<file path="src/rtl/muldiv_sequencer_if.sv">
// EX-stage <-> multiply/divide engine bundle: op request, HI/LO access, status and HI/LO view.
interface muldiv_sequencer_if #(
    parameter int unsigned DATA_W = 32
);
    logic              start;
    logic [1:0]        op;
    logic [DATA_W-1:0] src_a;
    logic [DATA_W-1:0] src_b;
    logic              hilo_read;
    logic              hi_we;
    logic              lo_we;
    logic [DATA_W-1:0] wdata;
    logic              flush;
    logic              stall;
    logic              busy;
    logic              done;
    logic              div0;
    logic [DATA_W-1:0] hi;
    logic [DATA_W-1:0] lo;

    modport master (
        output start, op, src_a, src_b, hilo_read, hi_we, lo_we, wdata, flush,
        input  stall, busy, done, div0, hi, lo
    );

    modport slave (
        input  start, op, src_a, src_b, hilo_read, hi_we, lo_we, wdata, flush,
        output stall, busy, done, div0, hi, lo
    );
endinterface

</file>
<file path="src/rtl/muldiv_sequencer.sv">
// Multi-cycle MULT/MULTU/DIV/DIVU engine and HI/LO owner with hazard stall.
// Define MULDIV_EARLY_OUT_EN to let multiplies leave CALC once the remaining multiplier bits are zero.
module muldiv_sequencer #(
    parameter int unsigned DATA_W = 32,
    parameter int unsigned CNT_W  = 6
) (
    input  logic              clk,
    input  logic              rst_n,
    muldiv_sequencer_if.slave bus
);
    localparam int unsigned      PROD_W    = 2 * DATA_W;
    localparam logic [CNT_W-1:0] LAST_ITER = CNT_W'(DATA_W - 1);

    typedef enum logic [1:0] {
        IDLE = 2'd0,
        CALC = 2'd1,
        FIX  = 2'd2
    } state_t;

    state_t state, state_nxt;

    // Datapath: acc holds the product, or {remainder, dividend/quotient} for divides.
    logic [PROD_W-1:0] acc;
    logic [PROD_W-1:0] mcand;
    logic [DATA_W-1:0] opb;
    logic [CNT_W-1:0]  cnt;
    logic              is_div;
    logic              neg_res;
    logic              neg_rem;

    logic              accept;
    logic              div_zero;
    logic              hi_wr;
    logic              lo_wr;
    logic              commit;
    logic              last_iter;
    logic              op_is_div;
    logic              op_signed;
    logic              a_neg;
    logic              b_neg;
    logic [DATA_W-1:0] abs_a;
    logic [DATA_W-1:0] abs_b;
    logic [DATA_W:0]   trial;
    logic [PROD_W-1:0] prod_fix;
    logic [DATA_W-1:0] quot_fix;
    logic [DATA_W-1:0] rem_fix;

    assign bus.stall = bus.busy & (bus.start | bus.hilo_read | bus.hi_we | bus.lo_we);

    assign op_is_div = bus.op[1];
    assign op_signed = ~bus.op[0];
    assign a_neg     = op_signed & bus.src_a[DATA_W-1];
    assign b_neg     = op_signed & bus.src_b[DATA_W-1];
    assign abs_a     = a_neg ? -bus.src_a : bus.src_a;
    assign abs_b     = b_neg ? -bus.src_b : bus.src_b;

    // Restoring step: shift in the next dividend bit and try to subtract the divisor.
    assign trial     = acc[PROD_W-1:DATA_W-1] - {1'b0, opb};

    assign prod_fix  = neg_res ? -acc : acc;
    assign quot_fix  = neg_res ? -acc[DATA_W-1:0] : acc[DATA_W-1:0];
    assign rem_fix   = neg_rem ? -acc[PROD_W-1:DATA_W] : acc[PROD_W-1:DATA_W];

`ifdef MULDIV_EARLY_OUT_EN
    assign last_iter = (cnt == LAST_ITER) | (~is_div & (opb[DATA_W-1:1] == '0));
`else
    assign last_iter = (cnt == LAST_ITER);
`endif

    always_ff @(posedge clk or negedge rst_n) begin
        if (!rst_n) begin
            state <= IDLE;
        end else begin
            state <= state_nxt;
        end
    end

    // Next state and per-cycle control strobes.
    always_comb begin
        state_nxt = state;
        accept    = 1'b0;
        div_zero  = 1'b0;
        hi_wr     = 1'b0;
        lo_wr     = 1'b0;
        commit    = 1'b0;
        case (state)
            IDLE: begin
                if (!bus.flush) begin
                    if (bus.start) begin
                        if (op_is_div && (bus.src_b == '0)) begin
                            div_zero = 1'b1;
                        end else begin
                            accept    = 1'b1;
                            state_nxt = CALC;
                        end
                    end else begin
                        hi_wr = bus.hi_we;
                        lo_wr = bus.lo_we;
                    end
                end
            end
            CALC: begin
                if (bus.flush) begin
                    state_nxt = IDLE;
                end else if (last_iter) begin
                    state_nxt = FIX;
                end
            end
            FIX: begin
                state_nxt = IDLE;
                commit    = ~bus.flush;
            end
            default: begin
                state_nxt = IDLE;
            end
        endcase
    end

    always_ff @(posedge clk or negedge rst_n) begin
        if (!rst_n) begin
            acc      <= '0;
            mcand    <= '0;
            opb      <= '0;
            cnt      <= '0;
            is_div   <= 1'b0;
            neg_res  <= 1'b0;
            neg_rem  <= 1'b0;
            bus.busy <= 1'b0;
            bus.done <= 1'b0;
            bus.div0 <= 1'b0;
            bus.hi   <= '0;
            bus.lo   <= '0;
        end else begin
            bus.busy <= (state_nxt != IDLE);
            bus.done <= commit | div_zero;
            bus.div0 <= div_zero;

            if (accept) begin
                is_div  <= op_is_div;
                neg_res <= a_neg ^ b_neg;
                neg_rem <= a_neg;
                cnt     <= '0;
                opb     <= abs_b;
                mcand   <= PROD_W'(abs_a);
                acc     <= op_is_div ? PROD_W'(abs_a) : '0;
            end else if (state == CALC) begin
                cnt <= cnt + CNT_W'(1);
                if (is_div) begin
                    if (!trial[DATA_W]) begin
                        acc <= {trial[DATA_W-1:0], acc[DATA_W-2:0], 1'b1};
                    end else begin
                        acc <= {acc[PROD_W-2:0], 1'b0};
                    end
                end else begin
                    if (opb[0]) begin
                        acc <= acc + mcand;
                    end
                    mcand <= {mcand[PROD_W-2:0], 1'b0};
                    opb   <= {1'b0, opb[DATA_W-1:1]};
                end
            end

            // Result commit at the end of FIX has priority; MTHI/MTLO only land while idle.
            if (commit) begin
                if (is_div) begin
                    bus.lo <= quot_fix;
                    bus.hi <= rem_fix;
                end else begin
                    bus.hi <= prod_fix[PROD_W-1:DATA_W];
                    bus.lo <= prod_fix[DATA_W-1:0];
                end
            end else begin
                if (hi_wr) begin
                    bus.hi <= bus.wdata;
                end
                if (lo_wr) begin
                    bus.lo <= bus.wdata;
                end
            end
        end
    end
endmodule

</file>
<file path="src/flat_wrapper.sv">
// flat-port wrapper written by rule: the top's interface ports become plain ports
module muldiv_sequencer_flat 
#(
    parameter int unsigned DATA_W = 32,
    parameter int unsigned CNT_W  = 6
)
  (clk, rst_n, bus_start, bus_op, bus_src_a, bus_src_b, bus_hilo_read, bus_hi_we, bus_lo_we, bus_wdata, bus_flush, bus_stall, bus_busy, bus_done, bus_div0, bus_hi, bus_lo);
  muldiv_sequencer_if #(.DATA_W(DATA_W)) bus_i ();
  input  logic clk;
  input  logic rst_n;
  input wire logic [$bits(bus_i.start)-1:0] bus_start;
  input wire logic [$bits(bus_i.op)-1:0] bus_op;
  input wire logic [$bits(bus_i.src_a)-1:0] bus_src_a;
  input wire logic [$bits(bus_i.src_b)-1:0] bus_src_b;
  input wire logic [$bits(bus_i.hilo_read)-1:0] bus_hilo_read;
  input wire logic [$bits(bus_i.hi_we)-1:0] bus_hi_we;
  input wire logic [$bits(bus_i.lo_we)-1:0] bus_lo_we;
  input wire logic [$bits(bus_i.wdata)-1:0] bus_wdata;
  input wire logic [$bits(bus_i.flush)-1:0] bus_flush;
  output wire logic [$bits(bus_i.stall)-1:0] bus_stall;
  output wire logic [$bits(bus_i.busy)-1:0] bus_busy;
  output wire logic [$bits(bus_i.done)-1:0] bus_done;
  output wire logic [$bits(bus_i.div0)-1:0] bus_div0;
  output wire logic [$bits(bus_i.hi)-1:0] bus_hi;
  output wire logic [$bits(bus_i.lo)-1:0] bus_lo;
  assign bus_i.start = bus_start;
  assign bus_i.op = bus_op;
  assign bus_i.src_a = bus_src_a;
  assign bus_i.src_b = bus_src_b;
  assign bus_i.hilo_read = bus_hilo_read;
  assign bus_i.hi_we = bus_hi_we;
  assign bus_i.lo_we = bus_lo_we;
  assign bus_i.wdata = bus_wdata;
  assign bus_i.flush = bus_flush;
  assign bus_stall = bus_i.stall;
  assign bus_busy = bus_i.busy;
  assign bus_done = bus_i.done;
  assign bus_div0 = bus_i.div0;
  assign bus_hi = bus_i.hi;
  assign bus_lo = bus_i.lo;
  muldiv_sequencer #(.DATA_W(DATA_W), .CNT_W(CNT_W)) u_core (.clk(clk), .rst_n(rst_n), .bus(bus_i));
endmodule
</file>
<file path="config.mk">
export PLATFORM = sky130hd
export DESIGN_NAME = muldiv_sequencer_flat
export DESIGN_NICKNAME = d
export VERILOG_FILES = /design/src/rtl/muldiv_sequencer_if.sv /design/src/rtl/muldiv_sequencer.sv /design/src/flat_wrapper.sv
export SDC_FILE = /design/constraint.sdc
export NUM_CORES = 1
export LEC_CHECK = 0
export CAP_MARGIN = 0
export CORE_ASPECT_RATIO = 1.1
export CORE_MARGIN = 3
export CORE_UTILIZATION = 40
export CTS_BUF_LIST = sky130_fd_sc_hd__clkbuf_2
export CTS_CLUSTER_DIAMETER = 80
export DETAILED_ROUTE_END_ITERATION = 8
export GPL_TIMING_DRIVEN = 0
export SYNTH_ARGS = -nofsm -noshare
export SYNTH_HDL_FRONTEND = slang
export SYNTH_SLANG_ARGS = --single-unit
</file>
<file path="constraint.sdc">
create_clock -name clk -period 3.1 [get_ports clk]
set_input_delay 0.62 -clock clk [delete_from_list [all_inputs] [get_ports clk]]
set_output_delay 0.62 -clock clk [all_outputs]
set_load 0.03 [all_outputs]
</file>
==> flow_summary.yaml, run 1 <==
setup_path:
  slowest_stage: "dfrtp_2"
  critPathLaunchType: "flop"
  cp.arrival_ns: 4.41
  worstSetupPathType: "reg -> reg"
  reg2regPathDepth: 17
  r2r-end: "u_core.acc[35]"
  required_ns: 3.99
  worst_path_dominant_cell_family: "compound AO/OA/AOI/OAI gates"
  endpoint_kind: "flop"
  r2r_start: "u_core.acc[31]"
  crit_buf_inv: 5
  max_stage_delay_ns: 0.41
  crit_end: "u_core.acc[35]"
  cp.depth: 17
  cp_max_fo: 5
  crit_start: "u_core.acc[31]"
  r2r_setup_slack_ns: -0.41
  worst_path_most_repeated_cell: "buf_12"
  path_cells: "buf_12 > clkinv_8 > ha_4 > fa_2 > nand2b_4 > a21oi_4 > o21ai_2 > o21a_2 > o41ai_4 > a31oi_2 > xnor2_2 > buf_4 > buf_8 > buf_12 > mux2i_4 > a21oi_2 > a22o_1"
routing:
  drtPass1Iterations: 4
  drt_iter0_drc: 1534
  wl_mm: 81.23
  num_vias: 20192
  vias_per_cell: 5.904
  wl_per_cell_um: 23.75
  drc: 0
  ant_nets: 0
timing:
  min_period_over_period: 1.133
  worst_slack_ns: -0.4112
  worstMarginPinSlew_ns: 1.256
  min_period_ns: 3.511
  fmax_mhz: 284.8
  finalSetupTns_ns: -12.44
  drv_slew: 0
  finalSetupViolCount: 66
  hold_viol_final: 0
  relSlewSlack: 0.1598
  skew_ns: 0.1244
  rsz0062_at_grt: "true"
die:
  core_area_um2: 47250
  start_util: 0.4098
  die_w_um: 215.8
  ioPinCount: 173
  die_area_um2: 51080
  die_h_um: 236.8
  placementRows: 83
logic_synthesis:
  synth_top_family_by_area: "compound AO/OA/AOI/OAI gates"
  synthesis.area_um2: 19360
  synth.avg_cell_area_um2: 8.018
  ys.flop_type: "dfrtp_1"
  async_reset_ff_frac: 1.000
  synth-xor-area-share: 0.09409
  synth_top_area_cell: "dfrtp_1"
  ys_ff_latch: 238
  synth-simple-area-share: 0.1862
  synth_cells: 2415
  muxShareOfSynthArea: 0.06746
  synthAdderAreaFrac: 0.06669
  synth-compound-area-share: 0.2356
  ys_types: 79
  synth_top_area_frac: 0.3076
  synth_edf_count: 0
  synth.area.top_cells: "dfrtp_1 (31%), o21ai_0 (6.5%), ha_1 (6.5%)"
  syn-num-nets: 2622
  ys_warn_count: 0
  seq_area_frac_synth: 0.3076
grt:
  antenna_found_initial: 2
  grt_pass1_vias: 19998
  grt_pass1_wl_mm: 120.8
  grt_use_total: 0.3057
  grt.overflow.total: 0
  grt_max_degree: 90
placement:
  io_buffers: 171
  dp_hpwl_mm: 62.06
  pre_cts_ws_ns: -2.028
  place.gp.congestion: 0.9463
  dpl_cell_area_um2: 21980
clock_tree:
  clk_transition_reported_paths_ns: 0.13
  cts_buffer_depth: 3
  numCtsBuffers: 69
  clk-insertion-delay-late_ns: 1.04
  h-tree-depth: 3
  cts.sinks: 238
  root_buffer: "clkbuf_2"
  cts_tree: "yes"
power_and_ir_drop:
  peakVddDrop_mv: 0.4372
  total_power_mw: 23.53
  power-per-cell-area_nw_per_um2: 945.5
  power.leakage_nw: 10.71
status:
  violations: "setup timing"
  status: "finished with violations"
finish:
  area_growth_pct: 28.50
  drive_above_1_share: 0.1697
  postLayoutCoreUtil: 0.5266
  nets: 2944
  fillers: 4568
  final_area_um2: 24880
job:
  cap_viol_max_count: 0
min_path:
  min_path_type: "in -> async"
## where the power goes
group	total (mW)	leakage, nW	switching, mW	internal, mW
Clock	2.47	0.458	1.50	0.964
Sequential	5.68	2.91	1.63	4.05
Combinational	15.4	7.34	8.78	6.60
Total	23.5	10.7	11.9	11.6
## stage by stage
stage / hold slack (ns) / instances
after floorplan: 0.3244 / 2415
after global placement: 0.4754 / 3223
after detailed placement: 0.4838 / 3225
after CTS: 0.08535 / 3389
after global routing: 0.1778 / 3419
final: 0.1706 / 3420
## kinds of logic after synthesis
logic type,count (synthesis)
compound gates,745
xor+xnor,208
simple gates,778
flops,238
buf+inv,215
fa+ha+maj,102
mux,129
## layer usage
metal | wire length [um] | GRT usage
met5 | 0 | 0
met4 | 3078 | 0.1168
met2 | 38040 | 0.5097
met3 | 5942 | 0.05121
met1 | 34180 | 0.3976
## flip-flops by register name (all words and copies together), names as in the netlist
signal,cells
u_core.acc,64
u_core.mcand,64
u_core.bus.hi,32
u_core.bus.lo,32
u_core.opb,32
u_core.cnt,6
u_core.state,2
u_core.bus.busy,1
u_core.bus.div0,1
u_core.bus.done,1
u_core.is_div,1
u_core.neg_rem,1
u_core.neg_res,1
## layout make-up
type	instances	area, um^2	area share
flip-flops and latches	238	6002	0.2412
repair buffers	263	2666	0.1072
multi-input cells	1963	13950	0.5607
diodes	2	5.005	0.0002011
well taps	637	797.0	0.03203
inverters	71	279.0	0.01121
clock buffers	90	450.4	0.01810
plain buffers	131	569.3	0.02288
clock inverters	25	161.4	0.006487
## worst register-to-register path: cells and delay by family, from the launching register on
family / cells / cell delay (ns)
flops: 1 / 0.41
xor+xnor: 1 / 0.21
simple gates: 1 / 0.16
compound gates: 7 / 1.27
fa+ha+maj: 2 / 0.51
mux: 1 / 0.26
buf+inv: 5 / 0.56
## synth_stat cells, drive strengths merged (5+ instances only)
cell / n
a211oi: 48
a21o: 38
a21oi: 198
a221o: 7
a22oi: 14
a31oi: 12
and2: 17
and3: 10
buf: 22
clkbuf: 122
dfrtp: 238
ha: 100
inv: 71
mux2: 12
mux2i: 117
nand2: 326
nand2b: 19
nand3: 76
nand3b: 5
nand4: 34
nor2: 168
nor2b: 12
nor3: 35
nor3b: 7
nor4: 23
o211ai: 34
o21a: 16
o21ai: 260
o21bai: 22
o22ai: 11
o31a: 5
o31ai: 27
o41ai: 9
or2: 5
or3: 20
or4: 8
xnor2: 116
xor2: 92
## worst min-delay path by stage
| stage | endpoint | depth (start not counted) |
|---|---|---|
| floorplan | u_core.acc[0] | 0 |
| global placement | u_core.state[1] | 1 |
| detailed placement | u_core.state[1] | 1 |
| CTS | u_core.bus.hi[26] | 2 |
| global route | u_core.bus.hi[28] | 2 |
| finish | u_core.acc[46] | 2 |
## cell usage in the layout, fill, tap and decap left out, types with 9 or more instances in the layout
cell and n:
mux2i_1 110, o21a_1 15, nor2b_1 10, buf_1 13, nor4_1 16, a21oi_1 175, xnor2_2 12, inv_1 69
nand2_1 312, and2_1 16, nand4_1 34, o31ai_1 19, dfrtp_1 201, clkdlybuf4s50_1 170, ha_1 81, buf_4 55
xor2_1 85, a21o_1 38, nor2_1 163, nor3_1 31, o211ai_1 34, o21bai_1 20, o21ai_1 56, dfrtp_2 37
clkbuf_1 91, clkbuf_2 109, clkinv_1 15, a21oi_2 19, o21ai_4 9, o21ai_2 16, and3_1 10, nand2b_1 17
xnor2_1 104, a211oi_1 45, o21ai_0 179, nand3_1 74, buf_6 26, ha_4 13, or3_1 15
## repair_timing
item	CTS	global route
setup endpoints to repair	185	146
pin swaps	55	53
gates resized for setup	183	250
hold buffers	1	0
endpoints found under the hold margin	74	0
cloned	2	2
buffers inserted	51	35
Power figures use the tool's default switching activity.
==> run 2: changes to the inputs <==
- PLACE_DENSITY: unset -> 0.66
==> run 2 against run 1 <==
The flow still finishes with violations (setup timing). Maximum frequency rose by 3.9%. Global-route usage fell by 1.6 points. Design area fell by 2.5%. Sequential power barely moved. Via count fell by 0.61%. Core utilization fell by 1.3 points. Critical path depth fell by 4. First-iteration DRC count rose by 0.78%. Clock-buffer cell count fell by 1. Cell count fell by 0.67%. Critical path type unchanged. Critical endpoint is now u_core.acc[62]. Largest power group unchanged.
==> flow_summary.yaml, run 2 (same netlist as run 1, synthesis figures left out) <==
grt:
  grt_pass1_vias: 19637
  grt_max_degree: 110
  grt.overflow.total: 0
  antenna_found_initial: 1
  grt_use_total: 0.2896
  grt_pass1_wl_mm: 114.4
routing:
  ant_nets: 0
  wl_mm: 76.74
  drtPass1Iterations: 6
  vias_per_cell: 5.908
  drc: 0
  drt_iter0_drc: 1546
  num_vias: 20068
  wl_per_cell_um: 22.59
timing:
  rsz0062_at_grt: "true"
  drv_slew: 0
  min_period_over_period: 1.091
  min_period_ns: 3.381
  hold_viol_final: 0
  finalSetupViolCount: 37
  worst_slack_ns: -0.2807
  fmax_mhz: 295.8
  relSlewSlack: 0.3165
  skew_ns: 0.1406
  worstMarginPinSlew_ns: 1.021
finish:
  nets: 2920
  multi_input_area_um2: 13600
  area_growth_pct: 25.25
  fillers: 4584
  top_regs: "u_core.acc (64), u_core.mcand (64)"
  mostFrequentLayoutCells: "nand2_1 (320), o21ai_0 (197), dfrtp_1 (197)"
  finalNonFillerCells: 3397
  seq_area_um2: 6007
  layout_commonest_cell: "nand2_1"
  drive_above_1_share: 0.1479
clock_tree:
  root_buffer: "clkbuf_2"
  numCtsBuffers: 67
  cts.sinks: 238
  cts_buffer_depth: 3
  h-tree-depth: 3
  clk_transition_reported_paths_ns: 0.11
  cts_tree: "yes"
  clk-insertion-delay-late_ns: 1.03
setup_path:
  worst_path_dominant_cell_family: "compound AO/OA/AOI/OAI gates"
  r2r_start: "u_core.acc[0]"
  r2r_setup_slack_ns: -0.28
  path_cells: "ha_4 > fa_2 > a211oi_2 > o21a_1 > a2111oi_4 > or2_4 > a21oi_4 > buf_12 > o21ai_4 > a21o_1 > a311oi_2 > mux2i_1 > o211ai_1"
  critPathLaunchType: "flop"
  required_ns: 3.97
  r2r-end: "u_core.acc[62]"
  slowest_stage: "dfrtp_2"
  cp.arrival_ns: 4.25
  max_stage_delay_ns: 0.45
  worstSetupPathType: "reg -> reg"
  crit_buf_inv: 1
  cp.depth: 13
  cp_max_fo: 3
  reg2regPathDepth: 13
  endpoint_kind: "flop"
placement:
  dp_hpwl_mm: 58.87
  io_buffers: 171
  dp.cells: 3225
  place.gp.congestion: 0.9839
min_path:
  min_path_cells: 3
  hold_start: "bus_wdata[3]"
  min_to: "u_core.bus.hi[3]"
  min_path_type: "in -> reg"
power_and_ir_drop:
  total_power_mw: 22.31
  peakVddDrop_mv: 0.2980
  power.leakage_nw: 10.40
  power-per-cell-area_nw_per_um2: 919.8
die:
  die_w_um: 215.8
  ioPinCount: 173
  die_h_um: 236.8
  core_area_um2: 47250
  die_area_um2: 51080
  placementRows: 83
  start_util: 0.4098
job:
  cap_viol_max_count: 0
status:
  status: "finished with violations"
  violations: "setup timing"
run 2: changes by cell type in the layout (fill, tap and decap cells not counted), moves of 9 or more:
| cell | previous run | this run |
|---|---|---|
| a21oi_1 | 175 | 184 |
| buf_6 | 26 | 7 |
| o21ai_0 | 179 | 197 |
| xnor2_1 | 104 | 113 |
| xnor2_2 | 12 | 3 |
run 2: timing repair:
item	CTS	global route
setup endpoints to repair	200	163
gates resized for setup	154	171
hold buffers	3	0
hold endpoints to repair	238	0
cloned	1	1
setup buffers	40	30
pin swaps	49	52
run 2: worst max path at each step:
stage,end,from,slack [ns]
finish,u_core.acc[62],u_core.acc[0],-0.28
global route,u_core.acc[56],u_core.acc[18],-0.31
CTS,u_core.acc[33],u_core.opb[0],-0.32
detailed placement,u_core.bus.busy,bus_src_b[17],-2.19
global placement,u_core.bus.hi[12],rst_n,-8.98
floorplan,u_core.acc[37],u_core.acc[31],0.02
run 2: power breakdown:
group | internal (mW) | switching, mW | total (mW)
registers | 4.06 | 1.61 | 5.67
logic | 6.08 | 8.14 | 14.2
clock network | 0.948 | 1.48 | 2.42
run 2: per-stage QoR:
step / setup WS (ns) / hold WS (ns) / util / setup TNS [ns] / cell area [um^2]
6_report: -0.2807 / 0.2824 / 0.5132 / -4.929 / 24250
5_1_grt: -0.3102 / 0.2500 / 0.5132 / -8.326 / 24250
4_1_cts: -0.3249 / 0.1767 / 0.4976 / -8.424 / 23510
3_5_place_dp: -2.193 / 0.4714 / 0.4651 / -283.81 / 21980
3_3_place_gp: -8.985 / 0.4668 / 0.4639 / -2414.35 / 21920
2_1_floorplan: 0.02048 / 0.3244 / - / 0 / 19410
run 2: layout make-up:
cell class	instances	area share
inverter	71	0.01109
antenna	1	0.0001032
multi-input combinational	1962	0.5607
tap	637	0.03287
clock buffer	89	0.01837
sequential	238	0.2477
timing repair buffer	245	0.09922
clock inverter	26	0.006398
buffer	128	0.02358
run 2: per-layer routing:
layer,vias to the layer above,GRT usage,share of wire
met1,9639,0.3681,0.42
li1,9346,-,-
met3,181,0.07431,0.087
met2,902,0.4534,0.45
met4,0,0.1522,0.045
met5,-,0,0
run 2: worst reg2reg max path: stages (launching register included):
cell and delay (ns):
dfrtp_2 0.45, ha_4 0.17, fa_2 0.38, a211oi_2 0.24, o21a_1 0.24, a2111oi_4 0.12, or2_4 0.29, a21oi_4 0.15
buf_12 0.14, o21ai_4 0.07, a21o_1 0.20, a311oi_2 0.29, mux2i_1 0.35, o211ai_1 0.13
